**src/rtl/mdmhc_pkg.sv**
```systemverilog
// -----------------------------------------------------------------------------
// mdmhc_pkg
// Shared definitions for the MDMHC encoder and decoder paths: codeword and
// data widths, field offsets inside the 68-bit codeword, symbol and
// horizontal-parity widths, the per-word status enum, and the symbol-pair sum
// that both sides use to build and check horizontal parity.
//
// Codeword layout:
//   [31:0]  d   data
//   [47:32] v   vertical parity, v[j] = d[j] ^ d[j+16]
//   [52:48] h0  s0 + s2
//   [57:53] h1  s1 + s3
//   [62:58] h2  s4 + s6
//   [67:63] h3  s5 + s7
// where sN = d[4N+3:4N].
// -----------------------------------------------------------------------------
package mdmhc_pkg;

    localparam int CODE_W = 68;
    localparam int DATA_W = 32;
    localparam int SYM_W  = 4;
    localparam int HP_W   = 5;
    localparam int V_W    = 16;
    localparam int NUM_H  = 4;

    localparam int D_LSB  = 0;
    localparam int V_LSB  = 32;
    localparam int H0_LSB = 48;
    localparam int H1_LSB = 53;
    localparam int H2_LSB = 58;
    localparam int H3_LSB = 63;

    typedef enum logic [1:0] {
        CLEAN         = 2'd0,
        CORRECTED     = 2'd1,
        UNCORRECTABLE = 2'd2
    } status_e;

    // Sum of two 4-bit symbols carried at 5 bits so the carry is kept.
    function automatic logic [HP_W-1:0] symPairSum(input logic [DATA_W-1:0] d,
                                                   input int                a,
                                                   input int                b);
        symPairSum = HP_W'(d[SYM_W*a +: SYM_W]) + HP_W'(d[SYM_W*b +: SYM_W]);
    endfunction

endpackage

```
**src/rtl/mdmhc_syndrome.sv**
```systemverilog
// -----------------------------------------------------------------------------
// mdmhc_syndrome
// Purely combinational syndrome generator for an MDMHC codeword. Shared by
// the decoder's first pipeline stage and by link self-test logic.
//
// Ports:
//   code_i  [67:0]  incoming codeword
//   vsyn_o  [15:0]  vertical syndrome, d[j] ^ d[j+16] ^ v[j]
//   m_o     [3:0]   horizontal mismatch flags, one per h field
// -----------------------------------------------------------------------------
module mdmhc_syndrome
    import mdmhc_pkg::*;
(
    input  logic [CODE_W-1:0] code_i,
    output logic [V_W-1:0]    vsyn_o,
    output logic [NUM_H-1:0]  m_o
);

    logic [DATA_W-1:0] dataField;
    logic [V_W-1:0]    vertField;

    assign dataField = code_i[D_LSB +: DATA_W];
    assign vertField = code_i[V_LSB +: V_W];

    assign vsyn_o = dataField[V_W-1:0] ^ dataField[DATA_W-1:V_W] ^ vertField;

    // Rows 0/1 pair symbols within the low half, rows 2/3 within the high half.
    assign m_o[0] = symPairSum(dataField, 0, 2) != code_i[H0_LSB +: HP_W];
    assign m_o[1] = symPairSum(dataField, 1, 3) != code_i[H1_LSB +: HP_W];
    assign m_o[2] = symPairSum(dataField, 4, 6) != code_i[H2_LSB +: HP_W];
    assign m_o[3] = symPairSum(dataField, 5, 7) != code_i[H3_LSB +: HP_W];

endmodule

```
**config.mk**
```make
export PLATFORM = sky130hd
export DESIGN_NAME = mdmhc_syndrome
export DESIGN_NICKNAME = d
export VERILOG_FILES = /design/src/rtl/mdmhc_pkg.sv /design/src/rtl/mdmhc_syndrome.sv
export SDC_FILE = /design/constraint.sdc
export NUM_CORES = 1
export LEC_CHECK = 0
export BUFFER_PORTS_ARGS = -buffer_cell sky130_fd_sc_hd__buf_2
export CORE_MARGIN = 2
export CORE_UTILIZATION = 35
export DETAILED_ROUTE_END_ITERATION = 6
export PLACE_DENSITY = 0.76
export SYNTH_ARGS = -nofsm -noshare
export SYNTH_HDL_FRONTEND = slang
export SYNTH_SLANG_ARGS = --single-unit
export TNS_END_PERCENT = 10
```
**constraint.sdc**
```tcl
create_clock -name vclk -period 3
set_input_delay 0.9 -clock vclk [all_inputs]
set_output_delay 0.9 -clock vclk [all_outputs]
set_load 0.005 [all_outputs]
```
Word level (Yosys, flattened, before mapping)

Index checks and enable logic that the tools add are counted.
W data, S select, Z words.

$add $sub $neg: 4
Eq/ne operators: 4
Bitwise logic cells: 2

Operators with widths:

| operator         | number |
|---|---|
| $xor A16 B16 Y16 | 2 |
| $add A4 B4 Y5    | 4 |
| $ne A5 B5 Y1     | 4 |

Flip-flop bits (word level): 0
Bits of input ports: 68
Output and inout port bits: 20
Logic and storage cells: 10

Logic depth before layout (Yosys ltp)

Depth in word-level cells: 2
Mapped depth: 6
Gate-level depth less buffers: 6

Least setup slack after synthesis

No wires, ideal clock.

Kind: input-to-output
From: input code_i[0]
To: output m_o[0]
Data arrival time: 2.058 ns
Required time: 2.100 ns
Path slack: 0.042 ns
Stages on the path: 6
Buffers on the path: 0
Cells stage by stage: ha_1 fa_1 a21o_1 a21oi_2 xor2_1 nand3_1

Longest elaborated chain between the ends: 2

Ends and longest elaborated chain:

| what            | RTL line             | text |
|---|---|---|
| start, declared | mdmhc_syndrome.sv:14 | `input logic [CODE_W-1:0] code_i,` |
| $add A4 B4 Y5   | mdmhc_pkg.sv:43      | `symPairSum = HP_W'(d[SYM_W*a +: SYM_W]) + HP_W'(d[SYM_W*b +: SYM_W]);` |
| $ne A5 B5 Y1    | mdmhc_syndrome.sv:28 | `assign m_o[0] = symPairSum(dataField, 0, 2) != code_i[H0_LSB +: HP_W];` |
| end, declared   | mdmhc_syndrome.sv:16 | `output logic [NUM_H-1:0] m_o` |

Every way passes these cells.

Worst setup path after layout

From: input code_i[20]
To: output m_o[3]

Longest elaborated chain between the ends: 2

Ends and longest elaborated chain:

| what          | RTL line             | text |
|---|---|---|
| $add A4 B4 Y5 | mdmhc_pkg.sv:43      |  |
| $ne A5 B5 Y1  | mdmhc_syndrome.sv:31 | `assign m_o[3] = symPairSum(dataField, 5, 7) != code_i[H3_LSB +: HP_W];` |

Every way passes these cells.

==> summary.md <==
| Metric | Value |
|---|---|
| Post-layout min period | `3.12 ns` |
| Starting Density | `37.8%` |
| ANT nets after route | `0` |
| Psw | `139 uW` |
| IO Port Bufs | `88` |
| Layout cells sized above 1 | `57.8%` |
| Critical-path top delay cell | `fa_2` |
| Slew Limit Fails | `0` |
| Max cap viols | `0` |
| Fin. Hold Viols | `0` |
| DR DRC count | `0` |
| Total core area | `2540 um2` |
| Crit path DAT | `2.22 ns` |
| Top-Level Pins | `88` |
| Synth unique cells | `9` |
| Vias | `1,154` |
| WL final | `2990 um` |
| Die Wd | `56.4 um` |
| HP Class | `primary input to output pin` |
| Syn-to-layout area delta | `76.3%` |
| Syn. warnings | `0` |
| Die H | `56.4 um` |
| Post-CTS Setup Inserts | `0` |
| Row cnt | `18` |
| Detailed Place HPWL | `2570 um` |
| Mapped Cells | `104` |
| DRT iter0 DRCs | `32` |
| Startpoint types | `primary input` |
| Final-layout clock buffer total | `0` |
| Post-place setup slack | `-0.244 ns` |
| Worst Tran Pin Value | `0.240 ns` |
| Comb pwr share | `100.0%` |
| Commonest cells after routing, fill and taps aside | `buf_2 (82), xnor2_1 (47), buf_4 (19)` |
| Top cell type by total area after synthesis | `xnor2_1` |
| Critical Path RT | `2.10 ns` |
| Placed cells | `241` |
| Final #Nets | `301` |
| WL/cell | `12.4 um` |
| First-pass GRT wire length | `4580 um` |
| CP max FO | `2` |
| Internal | `190 uW` |
| Vias in the first global route | `1,126` |
| Crit path kind | `primary input to output pin` |
| Static Leak | `0.837 nW` |
| Switching Fraction | `42.3%` |
| Remaining global-route overflow | `0` |
| Commonest non-fill, non-tap cell in the layout | `buf_2` |
| Design Area, Final | `1690 um2` |
| Worst path max stage delay | `0.34 ns` |
| Syn_area_per_cell | `9.24 um2` |
| Failing checks | `setup timing` |
| Relative slew slack | `83.9%` |
| GRT Util Overall | `17.4%` |
| Drt pass-1 iters | `2` |
| Finished Layout Cells | `241` |
| Top cells by area, synth | `xnor2_1 (44%), ha_1 (21%), xor2_1 (11%)` |
| Outcome | `finished, violations left` |
| Initial antenna violation count | `0` |
| Die area | `3180 um2` |
| Final core utilization | `66.6%` |
| Peak supply drop | `0.132 mV` |
| Part of the cycle the worst path needs | `104%` |
| Mapped Nets | `192` |
| Setup WS post-layout | `-0.121 ns` |
| Yosys top cell area share | `43.7%` |
| # hold bufs at CTS | `0` |
| Final setup vio count | `4` |
| Dpl cell area | `1580 um2` |
| Gpl congestion | `0.815` |
| Flop pwr share | `0%` |
| CP dominant cell by count | `buf_2` |
| Largest net degree at the start of global routing | `4` |
| F_max | `320 MHz` |
| Sequential cells | `0` |
| Post-synthesis instance area | `961 um2` |
| Critical Path Sink Type | `output pin` |
| Setup_tns | `-0.348 ns` |
| Power Density | `195 nW/um2` |
| Storage element area | `0 um2` |
| Crit-path cells | `buf_2 > ha_2 > fa_2 > a21o_1 > a21oi_2 > xor2_1 > nand3_1 > buf_2` |
| Ant diodes | `0` |
| RSZ-0062 raised after global routing | `yes` |
| Via density | `4.79` |
| Register area share after synthesis | `0%` |
| Clock power frac | `0%` |
## routing by layer
metal	global-route usage, %	routed length, um
met2	36.0	1510
met1	16.9	1050
met5	0	0
met3	5.76	415
met4	1.36	16
## stage by stage
step | hold WS (ns) | total power, mW
finish | 2.08 | 0.330
global route | 2.10 | 0.363
CTS | 2.08 | 0.318
detailed placement | 2.08 | 0.309
global placement | 2.08 | 0.304
floorplan | 1.86 | 0.173
## worst paths after layout
kind                  depth (start not counted)         to       start
worst max-delay path                          8     m_o[3]  code_i[20]
worst min-delay path                          3  vsyn_o[2]  code_i[18]
## worst max-delay path, delay by kind of cell
family | cells | cell delay, ns
buf+inv | 2 | 0.25
simple gates | 1 | 0.08
xor+xnor | 1 | 0.15
compound gates | 2 | 0.31
fa+ha+maj | 2 | 0.53
## final cells by class
cell class | instances | area, um2
fill | 194 | 851
timing repair buffer | 107 | 628
multi-input combinational | 104 | 1030
tap | 30 | 37.5
## power groups by stage
| stage | logic (mW) | clock network (mW) | registers, mW |
|---|---|---|---|
| 6_report | 0.330 | 0 | 0 |
| 3_3_place_gp | 0.304 | 0 | 0 |
| 3_5_place_dp | 0.309 | 0 | 0 |
| 4_1_cts | 0.318 | 0 | 0 |
| 2_1_floorplan | 0.173 | 0 | 0 |
| 5_1_grt | 0.363 | 0 | 0 |
## repair_timing
| item | CTS | global route |
|---|---|---|
| gates resized for setup | 13 | 14 |
| setup endpoints to repair | 4 | 4 |
| pin swaps | 12 | 9 |
## cell families after synthesis
logic type	share of synthesized area, %
AND/OR/NAND/NOR	4.17
AO/OA/AOI/OAI	12.0
adder cells (fa/ha/maj)	29.2
XOR/XNOR	54.7
## synthesized netlist by cell type (all sizes together)
cell type  number
nor3            4
xor2           12
fa              4
xnor2          48
ha             16
a21o            8
nand3           4
a21oi           8
(Power assumes the default switching activity.)
